`src/rtl/serial_rx_if.sv`:
```
// Receiver bundle: serial line and acknowledge in, holding register and status out.
// The receiver uses the master side; the consumer (CPU registers, bench) uses slave.
interface serial_rx_if;
    logic       serialIn;
    logic [7:0] data;
    logic       dataValid;
    logic       dataAck;
    logic       frameError;
    logic       overrun;
    logic       busy;

    modport master (
        input  serialIn, dataAck,
        output data, dataValid, frameError, overrun, busy
    );

    modport slave (
        output serialIn, dataAck,
        input  data, dataValid, frameError, overrun, busy
    );
endinterface

```
`src/rtl/serial_rx.sv`:
```
// 8N1 asynchronous serial receiver: oversamples the line at delay clocks per bit,
// samples mid-bit, and delivers bytes into a one-entry holding register.
module serial_rx #(
    parameter int counterBits = 2,
    parameter int delay       = 3
) (
    input  logic        clk,
    input  logic        reset,
    serial_rx_if.master rx
);
    typedef enum logic [2:0] {
        IDLE,
        START,
        DATA,
        STOP,
        WAIT_HIGH
    } state_t;

    localparam int half = (delay - 1) / 2;
    // IDLE has already spent one cycle on the first low sample, so START waits one less.
    localparam int start_wait = (half > 0) ? half - 1 : 0;
    localparam logic [counterBits-1:0] start_last = counterBits'(start_wait);
    localparam logic [counterBits-1:0] bit_last   = counterBits'(delay - 1);
    localparam logic [counterBits-1:0] cnt_one    = counterBits'(1);

    state_t                 state;
    state_t                 state_next;
    logic                   sync1;
    logic                   sync2;
    logic [counterBits-1:0] cnt;
    logic [2:0]             bit_idx;
    logic [7:0]             shreg;
    logic [7:0]             data_q;
    logic                   valid_q;
    logic                   ovr_q;
    logic                   ferr_q;

    logic                   start_hit;
    logic                   bit_hit;
    logic                   cnt_clr;
    logic                   shift_en;
    logic                   stop_ok;
    logic                   stop_bad;
    logic                   load;
    logic                   set_ovr;

    assign start_hit = (cnt == start_last);
    assign bit_hit   = (cnt == bit_last);

    // State register.
    always_ff @(posedge clk) begin
        if (reset) begin
            state <= IDLE;
        end else begin
            // NOTE: non-blocking, so every flop sees pre-edge values whatever the statement order.
            state <= state_next;
        end
    end

    // Next-state logic.
    always_comb begin
        // NOTE: default first, so no path through the case leaves it unassigned (no latch).
        state_next = state;
        case (state)
            IDLE:      if (!sync2) state_next = START;
            START:     if (start_hit) state_next = sync2 ? IDLE : DATA;
            DATA:      if (bit_hit && bit_idx == 3'd7) state_next = STOP;
            STOP:      if (bit_hit) state_next = sync2 ? IDLE : WAIT_HIGH;
            WAIT_HIGH: if (sync2) state_next = IDLE;
            default:   state_next = IDLE;
        endcase
    end

    // Output and datapath-control logic.
    always_comb begin
        cnt_clr  = 1'b0;
        shift_en = 1'b0;
        stop_ok  = 1'b0;
        stop_bad = 1'b0;
        case (state)
            IDLE, WAIT_HIGH: cnt_clr = 1'b1;
            START:           cnt_clr = start_hit;
            DATA: begin
                cnt_clr  = bit_hit;
                shift_en = bit_hit;
            end
            STOP: begin
                cnt_clr  = bit_hit;
                stop_ok  = bit_hit && sync2;
                stop_bad = bit_hit && !sync2;
            end
            default:         cnt_clr = 1'b1;
        endcase
    end

    // A good byte lands only if the register is free or being emptied this same cycle.
    assign load    = stop_ok && (!valid_q || rx.dataAck);
    assign set_ovr = stop_ok && valid_q && !rx.dataAck;

    // Synchronizer, bit timing and shift register.
    always_ff @(posedge clk) begin
        if (reset) begin
            sync1   <= 1'b1;
            sync2   <= 1'b1;
            cnt     <= '0;
            bit_idx <= '0;
            shreg   <= '0;
        end else begin
            sync1 <= rx.serialIn;
            sync2 <= sync1;
            cnt   <= cnt_clr ? '0 : cnt + cnt_one;
            if (state == START) begin
                bit_idx <= '0;
            end else if (shift_en) begin
                bit_idx <= bit_idx + 3'd1;
            end
            if (shift_en) begin
                shreg <= {sync2, shreg[7:1]};
            end
        end
    end

    // Holding register and sticky status; a new set wins over a same-cycle ack clear.
    always_ff @(posedge clk) begin
        if (reset) begin
            data_q  <= '0;
            valid_q <= 1'b0;
            ovr_q   <= 1'b0;
            ferr_q  <= 1'b0;
        end else begin
            if (load) begin
                data_q <= shreg;
            end

            if (load) begin
                valid_q <= 1'b1;
            end else if (rx.dataAck) begin
                valid_q <= 1'b0;
            end

            if (set_ovr) begin
                ovr_q <= 1'b1;
            end else if (rx.dataAck) begin
                ovr_q <= 1'b0;
            end

            if (stop_bad) begin
                ferr_q <= 1'b1;
            end else if (rx.dataAck) begin
                ferr_q <= 1'b0;
            end
        end
    end

    assign rx.data       = data_q;
    assign rx.dataValid  = valid_q;
    assign rx.overrun    = ovr_q;
    assign rx.frameError = ferr_q;
    assign rx.busy       = (state != IDLE);
endmodule
```
`src/flat_wrapper.sv`:
```
// flat-port wrapper written by rule: the top's interface ports become plain ports
module serial_rx_flat 
#(
    parameter int counterBits = 2,
    parameter int delay       = 3
)
  (clk, reset, rx_serialIn, rx_dataAck, rx_data, rx_dataValid, rx_frameError, rx_overrun, rx_busy);
  serial_rx_if rx_i ();
  input  logic clk;
  input  logic reset;
  input wire logic [$bits(rx_i.serialIn)-1:0] rx_serialIn;
  input wire logic [$bits(rx_i.dataAck)-1:0] rx_dataAck;
  output wire logic [$bits(rx_i.data)-1:0] rx_data;
  output wire logic [$bits(rx_i.dataValid)-1:0] rx_dataValid;
  output wire logic [$bits(rx_i.frameError)-1:0] rx_frameError;
  output wire logic [$bits(rx_i.overrun)-1:0] rx_overrun;
  output wire logic [$bits(rx_i.busy)-1:0] rx_busy;
  assign rx_i.serialIn = rx_serialIn;
  assign rx_i.dataAck = rx_dataAck;
  assign rx_data = rx_i.data;
  assign rx_dataValid = rx_i.dataValid;
  assign rx_frameError = rx_i.frameError;
  assign rx_overrun = rx_i.overrun;
  assign rx_busy = rx_i.busy;
  serial_rx #(.counterBits(counterBits), .delay(delay)) u_core (.clk(clk), .reset(reset), .rx(rx_i));
endmodule
```
`config.mk`:
```
export PLATFORM = sky130hd
export DESIGN_NAME = serial_rx_flat
export DESIGN_NICKNAME = d
export VERILOG_FILES = /design/src/rtl/serial_rx_if.sv /design/src/rtl/serial_rx.sv /design/src/flat_wrapper.sv
export SDC_FILE = /design/constraint.sdc
export NUM_CORES = 1
export LEC_CHECK = 0
export ABC_CLOCK_PERIOD_IN_PS = 4400
export CAP_MARGIN = 20
export CORE_ASPECT_RATIO = 0.8
export CORE_UTILIZATION = 45
export DETAILED_ROUTE_END_ITERATION = 6
export DONT_BUFFER_PORTS = 1
export GPL_TIMING_DRIVEN = 0
export HOLD_SLACK_MARGIN = 0.12
export PLACE_DENSITY_LB_ADDON = 0.25
export RECOVER_POWER = 50
export SLEW_MARGIN = 25
export SYNTH_ARGS = -nofsm -noshare
export SYNTH_HDL_FRONTEND = slang
export SYNTH_SLANG_ARGS = --single-unit
```
`constraint.sdc`:
```
create_clock -name clk -period 4.4 [get_ports clk]
set_clock_uncertainty 0.15 [all_clocks]
set_input_delay 0.88 -clock clk [delete_from_list [all_inputs] [get_ports clk]]
set_output_delay 0.88 -clock clk [all_outputs]
set_load 0.01 [all_outputs]
```
==> results.json <==
{
  "status": "finished, final reports clean",
  "h-tree-depth": 2,
  "post-route-period-util_pct": 51.33,
  "vias": 873,
  "drive_above_1_share_pct": 13.38,
  "p_per_area_nw_per_um2": 336.8,
  "die_y_um": 49.07,
  "ant_nets": 0,
  "avgViaCountPerCell": 4.904,
  "antenna_found_initial": 0,
  "slew_headroom_pct": 71.76,
  "cts_setup_buffers": 0,
  "cap_violations": 0,
  "holdBufCountCts": 0,
  "rsz0062_at_grt": "no",
  "grt_pass1_vias": 809,
  "cts.sinks": 29,
  "worstSetupEndpointType": "output pin",
  "synth_cell_type_count": 26,
  "dp_hpwl_mm": 1.447,
  "final_common_cell": "dfxtp_1",
  "synth_area_um2": 1246,
  "critPathArrivalTime_ns": 1.23,
  "path_cells": "buf_2 -> or3_1",
  "fillers": 246,
  "critPathMaxStageDelay_ns": 0.41,
  "ys_seq_elements": 29,
  "yosysWarnings": 0,
  "synth.avg_cell_area_um2": 9.300,
  "rows": 16,
  "seq_area_um2": 580.6,
  "initial_utilization_pct": 49.02,
  "final_area_um2": 1361,
  "fmax_ghz": 0.4427,
  "cts_resized": 0,
  "drt_wl_total_mm": 2.032,
  "cts_root_buf": "clkbuf_4",
  "crit_fanout": 10,
  "peakVddDrop_v": 0.0001322,
  "syn-num-nets": 142,
  "tightestPinTransition_ns": 0.4237,
  "clk_path_buf_depth": 2,
  "numCtsBuffers": 5,
  "worst_hold_path_type": "reg2reg",
  "drt_first_pass_iters": 4,
  "clk_latency_ns": 0.33,
  "grt_max_degree": 11,
  "nets": 149,
  "dieWidth_um": 60.84,
  "synthesis.instances": 134,
  "setup_tns_ns": 0,
  "port_buffers": 0,
  "area_growth_pct": 9.237,
  "final_max_slew_viol_count": 0,
  "clkTransAtPathRegs_ns": 0.09,
  "hold_viol": 0,
  "grt_pass1_wl_mm": 3.546,
  "diodes": 0,
  "multi_input_area_um2": 593.1,
  "io_pins": 16,
  "whs_ns": 0.2667,
  "worstSetupPathType": "reg2out",
  "setup-violations-final": 0,
  "initialDrtViolationCount": 39,
  "cts_tree": "done",
  "path_buf_inv": 1,
  "grtUsageTotal_pct": 16.38,
  "wire_per_inst_um": 11.42,
  "start_kind": "flip-flop",
  "ys_seq_area_share_pct": 46.59,
  "core_area_um2": 2542,
  "die_area_um2": 2985,
  "place.gp.congestion": 0.7264,
  "drc": 0,
  "postPlaceCellArea_um2": 1291,
  "critPathRequiredTime_ns": 3.37,
  "worst_path_max_delay_cell": "or3_1",
  "path_delay_family": "simple AND/OR/NAND/NOR gates",
  "gr-total-overflow": 0,
  "p_leak_nw": 0.4631,
  "fin_crit_ns": 2.259,
  "layout_common_cells": "dfxtp_1 (29), nand2_1 (22), nand2b_1 (19)"
}
-- cell usage after synthesis (all sizes together) --
library cell / count / area, µm²
ha: 4 / 50.05
mux4: 1 / 22.52
nor3: 4 / 20.02
mux2i: 8 / 80.08
buf: 5 / 46.29
nor3b: 2 / 15.01
or3: 1 / 6.260
and4b: 1 / 13.76
dfxtp: 29 / 580.6
nand2: 22 / 82.58
inv: 3 / 11.26
a21oi: 15 / 75.07
and4bb: 1 / 12.51
xnor2: 1 / 8.760
nor4bb: 1 / 10.01
nand2b: 19 / 118.9
or2: 3 / 18.77
nor2: 5 / 18.77
nor2b: 1 / 6.260
nand4bb: 1 / 11.26
o21ai: 1 / 5.000
a31oi: 1 / 6.260
and3: 1 / 11.26
clkbuf: 4 / 15.01
-- metal layers --
layer / vias up / GRT usage, % / share of wire (%)
met2: 18 / 21.06 / 42
met3: 7 / 9.019 / 6.0
li1: 455 / - / -
met1: 393 / 21.81 / 50
met5: - / 0 / 0
met4: 0 / 7.955 / 2.1
-- through the flow --
step / power [mW] / utilization, % / cells / setup slack [ns]
CTS: 0.4649 / 53.54 / 178 / 2.125
detailed placement: 0.2819 / 50.79 / 170 / 2.433
global placement: 0.2816 / 50.79 / 170 / 2.436
global route: 0.4810 / 53.54 / 178 / 2.072
finish: 0.4585 / 53.54 / 178 / 2.141
floorplan: 0.2796 / - / 134 / 2.535
-- worst paths after layout --
kind / startpoint / to / cells after the start / slack, ns
worst max-delay path: u_core.state[1] / rx_busy / 2 / 2.14
worst min-delay path: u_core.cnt[0] / u_core.cnt[0] / 1 / 0.27
worst max register to register: u_core.cnt[0] / u_core.rx.data[1] / 6 / 2.72
worst min register to register: u_core.cnt[0] / u_core.cnt[0] / 1 / 0.27
-- registers in the layout (all words and copies together), names as in the netlist --
signal and count:
u_core.rx.data 8, u_core.shreg 8, u_core.bit_idx 3, u_core.state 3, u_core.cnt 2, u_core.rx.dataValid 1
u_core.rx.frameError 1, u_core.rx.overrun 1, u_core.sync1 1, u_core.sync2 1
-- report_power, final --
part           switching, mW  total, mW  internal (mW)  leakage (nW)
sequential          0.000953      0.264          0.263         0.234
combinational        0.00565     0.0112        0.00560         0.188
clock                 0.0904      0.183         0.0925        0.0413
total                 0.0970      0.459          0.361         0.463
-- area by class of cell --
cell class | count | area share [%]
Tap cell | 36 | 3.309
Inverter | 3 | 0.8272
Multi-Input combinational cell | 93 | 43.57
Buffer | 9 | 4.504
Sequential cell | 29 | 42.65
Clock inverter | 1 | 0.3676
Clock buffer | 7 | 4.779
-- cells by family after synthesis --
kind of cell    share of synthesized area [%]
simple gates                            27.71
compound gates                          6.927
flops                                   46.59
fa+ha+maj                               4.016
mux                                     8.233
xor+xnor                               0.7029
buf+inv                                 5.823
-- worst reg2reg max path, stage by stage, from the launching register on --
cell and delay (ns):
dfxtp_1 0.32, inv_1 0.07, ha_1 0.28, and4b_4 0.31, and3_4 0.20, buf_12 0.13
mux2i_1 0.18
Power figures use the tool's default switching activity.
